**src/rtl/fpu_pkg.sv**
```systemverilog
// fpu_pkg: shared FPU frame constants, phase encoding and status codes.
package fpu_pkg;

    localparam int FPU_PERIOD = 5;

    typedef enum logic [2:0] {
        PH_IDLE,
        PH_DECODE_ALIGN,
        PH_ADD_SUB,
        PH_NORMALIZE,
        PH_FINALIZE
    } ph_t;

    localparam logic OP_ADD = 1'b0;
    localparam logic OP_SUB = 1'b1;

    localparam logic [3:0] STATUS_EXACT    = 4'b0001;
    localparam logic [3:0] STATUS_OVERFLOW = 4'b0010;

    function automatic ph_t next_ph(input ph_t p);
        return (p == ph_t'(FPU_PERIOD - 1)) ? PH_IDLE : ph_t'(p + 3'd1);
    endfunction

endpackage

```
**src/rtl/fpu_sync_fifo.sv**
```systemverilog
// fpu_sync_fifo: single-clock FIFO with occupancy count; a pop frees room for a same-cycle push when full.
module fpu_sync_fifo #(
    parameter int W     = 8,
    parameter int DEPTH = 4
) (
    input  logic                    clk,
    input  logic                    reset_n,
    input  logic                    push_i,
    input  logic [W-1:0]            data_i,
    input  logic                    pop_i,
    output logic [W-1:0]            data_o,
    output logic [$clog2(DEPTH):0]  count_o
);

    localparam int AW = $clog2(DEPTH);
    localparam logic [AW:0] FULL = (AW+1)'(DEPTH);

    logic [W-1:0]  mem_q [DEPTH];
    logic [AW-1:0] wr_q, rd_q;
    logic [AW:0]   cnt_q;
    logic          do_push, do_pop;

    assign do_pop  = pop_i && (cnt_q != '0);
    assign do_push = push_i && ((cnt_q != FULL) || do_pop);

    always_ff @(posedge clk or negedge reset_n) begin
        if (!reset_n) begin
            mem_q <= '{default: '0};
            wr_q  <= '0;
            rd_q  <= '0;
            cnt_q <= '0;
        end else begin
            if (do_push) begin
                mem_q[wr_q] <= data_i;
                wr_q        <= wr_q + 1'b1;
            end
            if (do_pop)
                rd_q <= rd_q + 1'b1;
            cnt_q <= cnt_q + (AW+1)'(do_push) - (AW+1)'(do_pop);
        end
    end

    assign data_o  = mem_q[rd_q];
    assign count_o = cnt_q;

endmodule

```
**src/rtl/fpu_issue_queue.sv**
```systemverilog
// fpu_issue_queue: queues add/sub requests, issues them on the FPU's 5-cycle frame and
// returns the FPU results as tagged responses.
module fpu_issue_queue
    import fpu_pkg::*;
#(
    parameter int DEPTH = 4,
    parameter int TAG_W = 4
) (
    input  logic             clk,
    input  logic             reset_n,
    input  logic             req_valid,
    output logic             req_ready,
    input  logic [31:0]      req_a,
    input  logic [31:0]      req_b,
    input  logic             req_op,
    input  logic [TAG_W-1:0] req_tag,
    output logic [31:0]      fpu_op_a,
    output logic [31:0]      fpu_op_b,
    output logic             fpu_op_select,
    input  logic [31:0]      fpu_data,
    input  logic [3:0]       fpu_status,
    output logic             rsp_valid,
    input  logic             rsp_ready,
    output logic [31:0]      rsp_data,
    output logic [3:0]       rsp_status,
    output logic [TAG_W-1:0] rsp_tag
);

    localparam int AW = $clog2(DEPTH);
    localparam int RW = 65 + TAG_W;
    localparam int SW = 36 + TAG_W;
    localparam logic [AW:0] FULL = (AW+1)'(DEPTH);

    ph_t              ph_q;
    logic             req_ready_q, v_issue_q, v_result_q, op_sel_q;
    logic [31:0]      op_a_q, op_b_q;
    logic [TAG_W-1:0] tag_issue_q, tag_result_q;
    logic [AW:0]      req_cnt, rsp_cnt, req_cnt_d;
    logic [AW+1:0]    rsp_used;
    logic [RW-1:0]    req_head;
    logic [SW-1:0]    rsp_head;
    logic             req_push, issue, capture, rsp_pop;

    assign req_push = req_valid && req_ready_q;
    assign rsp_pop  = rsp_valid && rsp_ready;
    // Responses already stored plus the one still in the FPU must leave room for this issue.
    assign rsp_used = (AW+2)'(rsp_cnt) + (AW+2)'(v_issue_q);
    assign issue    = (ph_q == PH_FINALIZE) && (req_cnt != '0) && (rsp_used < (AW+2)'(DEPTH));
    assign capture  = (ph_q == PH_IDLE) && v_result_q;
    assign req_cnt_d = req_cnt + (AW+1)'(req_push) - (AW+1)'(issue);

    fpu_sync_fifo #(.W(RW), .DEPTH(DEPTH)) u_req_fifo (
        .clk     (clk),
        .reset_n (reset_n),
        .push_i  (req_push),
        .data_i  ({req_op, req_a, req_b, req_tag}),
        .pop_i   (issue),
        .data_o  (req_head),
        .count_o (req_cnt)
    );

    fpu_sync_fifo #(.W(SW), .DEPTH(DEPTH)) u_rsp_fifo (
        .clk     (clk),
        .reset_n (reset_n),
        .push_i  (capture),
        .data_i  ({fpu_data, fpu_status, tag_result_q}),
        .pop_i   (rsp_pop),
        .data_o  (rsp_head),
        .count_o (rsp_cnt)
    );

    always_ff @(posedge clk or negedge reset_n) begin
        if (!reset_n) begin
            ph_q         <= PH_IDLE;
            req_ready_q  <= 1'b0;
            v_issue_q    <= 1'b0;
            v_result_q   <= 1'b0;
            op_sel_q     <= 1'b0;
            op_a_q       <= '0;
            op_b_q       <= '0;
            tag_issue_q  <= '0;
            tag_result_q <= '0;
        end else begin
            ph_q        <= next_ph(ph_q);
            req_ready_q <= req_cnt_d != FULL;
            if (ph_q == PH_FINALIZE) begin
                v_issue_q    <= issue;
                v_result_q   <= v_issue_q;
                tag_result_q <= tag_issue_q;
                if (issue)
                    {op_sel_q, op_a_q, op_b_q, tag_issue_q} <= req_head;
            end else if (capture) begin
                v_result_q <= 1'b0;
            end
        end
    end

    assign req_ready     = req_ready_q;
    assign fpu_op_a      = op_a_q;
    assign fpu_op_b      = op_b_q;
    assign fpu_op_select = op_sel_q;
    assign rsp_valid     = rsp_cnt != '0;
    assign {rsp_data, rsp_status, rsp_tag} = rsp_head;

endmodule

```
**config.mk**
```make
export PLATFORM = sky130hd
export DESIGN_NAME = fpu_issue_queue
export DESIGN_NICKNAME = d
export VERILOG_FILES = /design/src/rtl/fpu_pkg.sv /design/src/rtl/fpu_sync_fifo.sv /design/src/rtl/fpu_issue_queue.sv
export SDC_FILE = /design/constraint.sdc
export NUM_CORES = 1
export LEC_CHECK = 0
export CELL_PAD_IN_SITES_DETAIL_PLACEMENT = 0
export CELL_PAD_IN_SITES_GLOBAL_PLACEMENT = 2
export CORE_MARGIN = 2
export CORE_UTILIZATION = 40
export CTS_BUF_LIST = sky130_fd_sc_hd__clkbuf_8
export DETAILED_ROUTE_END_ITERATION = 8
export PLACE_DENSITY_LB_ADDON = 0.2
export SLEW_MARGIN = 20
export SYNTH_ARGS = -nofsm -noshare
export SYNTH_HDL_FRONTEND = slang
export SYNTH_SLANG_ARGS = --single-unit
```
**constraint.sdc**
```tcl
create_clock -name clk -period 2.6 [get_ports clk]
set_input_delay 0.26 -clock clk [delete_from_list [all_inputs] [get_ports clk]]
set_output_delay 0.26 -clock clk [all_outputs]
set_load 0.03 [all_outputs]
```
==> reports/results.md <==
- **number of nets in the final layout** 1726
- **top-level port count** 216
- **routed wire length** 49660 um
- **via count of the first global-routing pass** 13972
- **internal portion of total power** 25.84 mW
- **cells taking the most area after synthesis** sky130_fd_sc_hd__dfrtp_1 59%, sky130_fd_sc_hd__mux2_2 25%, sky130_fd_sc_hd__mux4_2 11%
- **pin slew with the least headroom to its limit** 0.7400 ns
- **most used flip-flop cell after synthesis** sky130_fd_sc_hd__dfrtp_1
- **synthesis-to-layout area growth** 23.33%
- **portion of total power attributed to the clock network** 19.4%
- **count of maximum capacitance violations** 0
- **share of cells above drive strength 1** 50.54%
- **antenna violations before repair** 5
- **routed wire length per instance** 20.46 um
- **most frequent cells in the layout** 525 x sky130_fd_sc_hd__dfrtp_1, 511 x sky130_fd_sc_hd__mux2_2, 173 x sky130_fd_sc_hd__clkdlybuf4s50_1
- **Synth top area share** 58.54%
- **achievable frequency** 0.3905 GHz
- **fill cell count** 4880
- **worst clock skew on the final layout** 0.02831 ns
- **clk sinks** 529
- **Die X** 241.8 um
- **cell total after placement** 2255
- **Setup crit end kind** output pin
- **sequential cell area fraction in the yosys report** 58.54%
- **global-route wire length before repair** 80410 um
- **number of rows created at floorplan** 87
- **Worst path slowest cell** sky130_fd_sc_hd__mux4_2
- **y dimension of the die** 241.8 um
- **number of instances in the synthesized netlist** 1316
- **combinational group share of total power** 42.7%
- **Worst IR Drop VDD** 979.8 uV
- **outcome** finished, final reports clean
- **total track usage** 17.56%
- **share of total power in sequential cells** 37.9%
- **drt drc** 0
- **Congestion Overflow GR** 0
- **Final Non-Filler Cells** 2427
- **floorplan core area** 0.05617 mm2
- **full die area** 0.05845 mm2
- **power density of the placed cells** 1385 mW/mm2
- **HPWL reported at the end of detailed placement** 29840 um
- **maximum number of pins on one net before global-route repair** 81
- **final-report setup violation count** 0
- **type of origin of the critical path** flop
- **critical path class** flop to output pin
- **RSZ-0062 raised after global routing** true
- **final hold violations** 0
- **CTS tree** built
- **maximum buffer depth of the clock tree** 3
- **syn_nets** 1445
- **Clock Root Buffer** sky130_fd_sc_hd__clkbuf_8
- **total vias in the final route** 12388
- **Net Sw Frac** 33.11%
- **combined area of all synthesized cells** 0.02261 mm2
- **Worst slew margin** 50.45%
- **largest area contributor in the synthesized netlist** sky130_fd_sc_hd__dfrtp_1
- **effective utilization at floorplan** 40.26%
- **arrival time at the worst endpoint** 2.30 ns
- **Switch Pwr** 12.79 mW
- **hold crit path type** input port to asynchronous set/reset pin
- **Max FO, Critical Path** 13
- **Avg Synthesized Cell Area** 17.18 um2
- **clock latency on the worst-skew pair** 0.67 ns
- **Period Utilization, post-route** 98.48%
- **number of levels the H-tree was split into** 3
- **final weighted congestion in routability-driven placement** 0.7051
- **first-pass iteration count of the detailed router** 5
- **worst path setup slack after routing** 0.03944 ns
- **most common cell after layout, fill and taps aside** sky130_fd_sc_hd__dfrtp_1
- **required time of the critical path** 2.34 ns
- **number of enable-type register cells in the synthesized netlist** 0
- **number of flip-flops and latches in the synthesized netlist** 529
- **total count of max-transition violations in the final report** 0
- **CP max stage delay** 0.52 ns
- **cell leakage power** 11.99 nW
- **ordered cell list for the critical path** bufbuf_16, mux4_2, clkdlybuf4s15_2
- **buffers added on ports** 215
- **number of DRC violations after detailed-routing iteration 0** 437
- **Tmin final** 2.561 ns
- **post-synthesis async set-or-reset flop share** 100.0%
- **Unique masters post-synth** 32
- **vias per inst** 5.104
- **fin util** 49.65%
- **number of clock buffers inserted by TritonCTS** 94
- **Final Total Pwr** 38.63 mW
- **clock slew at the register clock pins of the worst setup and hold paths** 0.06 ns
- **Yosys warning count** 0
- **pre-CTS setup slack** 0.2039 ns
- **remaining number of nets flagged by the antenna check after routing** 0
power by group through the flow:
stage | clock, mW | sequential (mW) | combinational, mW
2_1_floorplan | 0 | 15.0 | 11.3
3_3_place_gp | 0 | 14.6 | 16.8
3_5_place_dp | 0 | 14.8 | 17.1
4_1_cts | 7.81 | 14.7 | 16.8
5_1_grt | 8.23 | 15.2 | 17.7
6_report | 7.50 | 14.6 | 16.5
critical path, delay by kind of cell (launching register included):
kind | cells | cell delay, ns
buffers and inverters | 2 | 0.66
multiplexers | 1 | 0.52
flip-flops | 1 | 0.45
state kept, by name (all words and copies together) (netlist names):
register            count
fpu_op_b               32
u_req_fifo.rd_q         2
u_rsp_fifo.mem_q      160
tag_issue_q             4
ph_q                    3
req_ready               1
v_issue_q               1
u_req_fifo.wr_q         2
u_rsp_fifo.rd_q         2
u_req_fifo.mem_q      276
u_rsp_fifo.count_o      3
fpu_op_select           1
tag_result_q            4
fpu_op_a               32
u_rsp_fifo.wr_q         2
v_result_q              1
u_req_fifo.count_o      3
worst paths after layout:
kind | to | slack (ns) | cells past startpoint | startpoint
max | rsp_data[14] | 0.04 | 3 | u_rsp_fifo.rd_q[0]
min | fpu_op_a[7] | 0.12 | 2 | reset_n
max reg2reg | req_ready | 0.22 | 12 | ph_q[0]
min reg2reg | ph_q[0] | 0.49 | 1 | ph_q[0]
max in group asynchronous | u_req_fifo.mem_q[161] | 1.54 | 4 | reset_n
min in group clk | u_req_fifo.mem_q[188] | 0.30 | 2 | req_a[14]
per-stage QoR:
| stage | hold WS, ns | setup TNS, ns | cell area, um2 |
|---|---|---|---|
| 2_1_floorplan | -0.03559 | 0 | 22640 |
| 3_3_place_gp | 0.2265 | 0 | 26020 |
| 3_5_place_dp | 0.2326 | 0 | 26020 |
| 4_1_cts | 0.08402 | -1.375 | 27890 |
| 5_1_grt | 0.1344 | -0.4045 | 27890 |
| 6_report | 0.1226 | 0 | 27890 |
synth_stat cells (2+ instances only):
cell type,n
sky130_fd_sc_hd__nand3_1,2
sky130_fd_sc_hd__clkbuf_1,12
sky130_fd_sc_hd__a21oi_2,4
sky130_fd_sc_hd__buf_1,4
sky130_fd_sc_hd__or3_2,2
sky130_fd_sc_hd__o21ai_0,2
sky130_fd_sc_hd__ha_1,17
sky130_fd_sc_hd__mux2_2,511
sky130_fd_sc_hd__nand2_1,12
sky130_fd_sc_hd__fa_1,3
sky130_fd_sc_hd__nor2_1,2
sky130_fd_sc_hd__buf_6,6
sky130_fd_sc_hd__inv_1,18
sky130_fd_sc_hd__buf_2,48
sky130_fd_sc_hd__clkbuf_8,6
sky130_fd_sc_hd__and2_1,3
sky130_fd_sc_hd__buf_4,4
sky130_fd_sc_hd__and2b_2,2
sky130_fd_sc_hd__mux4_2,109
sky130_fd_sc_hd__dfrtp_1,529
sky130_fd_sc_hd__xnor2_1,5
sky130_fd_sc_hd__xor2_1,5
what timing repair did:
item,4_1_cts,5_1_grt
hold endpoints to repair,287,0
gates resized for setup,75,18
cloned,1,0
setup endpoints to repair,41,24
setup buffers,0,0
hold buffers,1,0
kinds of logic (layout without fill, tap and decap cells):
group / count (synthesis) / in the layout / synth area share, %
simple gates: 29 / 29 / 0.7580
fa+ha+maj: 20 / 20 / 1.206
compound gates: 10 / 10 / 0.3873
mux: 620 / 620 / 36.30
other cells: 0 / 3 / 0
xor+xnor: 10 / 10 / 0.3873
buf+inv: 98 / 450 / 2.423
flops: 529 / 529 / 58.54
per-layer routing:
metal	global-route usage (%)	vias to the layer above	wire length [um]
li1	-	5455	-
met1	23.59	6629	22500
met2	28.31	225	24080
met3	3.862	75	2085
met4	6.064	4	971
met5	0	-	27
layout make-up:
| type | instances | area (um2) | area share, % |
|---|---|---|---|
| Multi-Input combinational cell | 689 | 8887 | 31.87 |
| Inverter | 18 | 67.56 | 0.2423 |
| Clock buffer | 122 | 1679 | 6.021 |
| Sequential cell | 529 | 13250 | 47.50 |
| Clock inverter | 45 | 187.7 | 0.6729 |
| Timing Repair Buffer | 265 | 2867 | 10.28 |
| Tap cell | 756 | 945.9 | 3.392 |
| Antenna cell | 3 | 7.507 | 0.02692 |
Note: power is estimated with default switching activity, not from simulation.
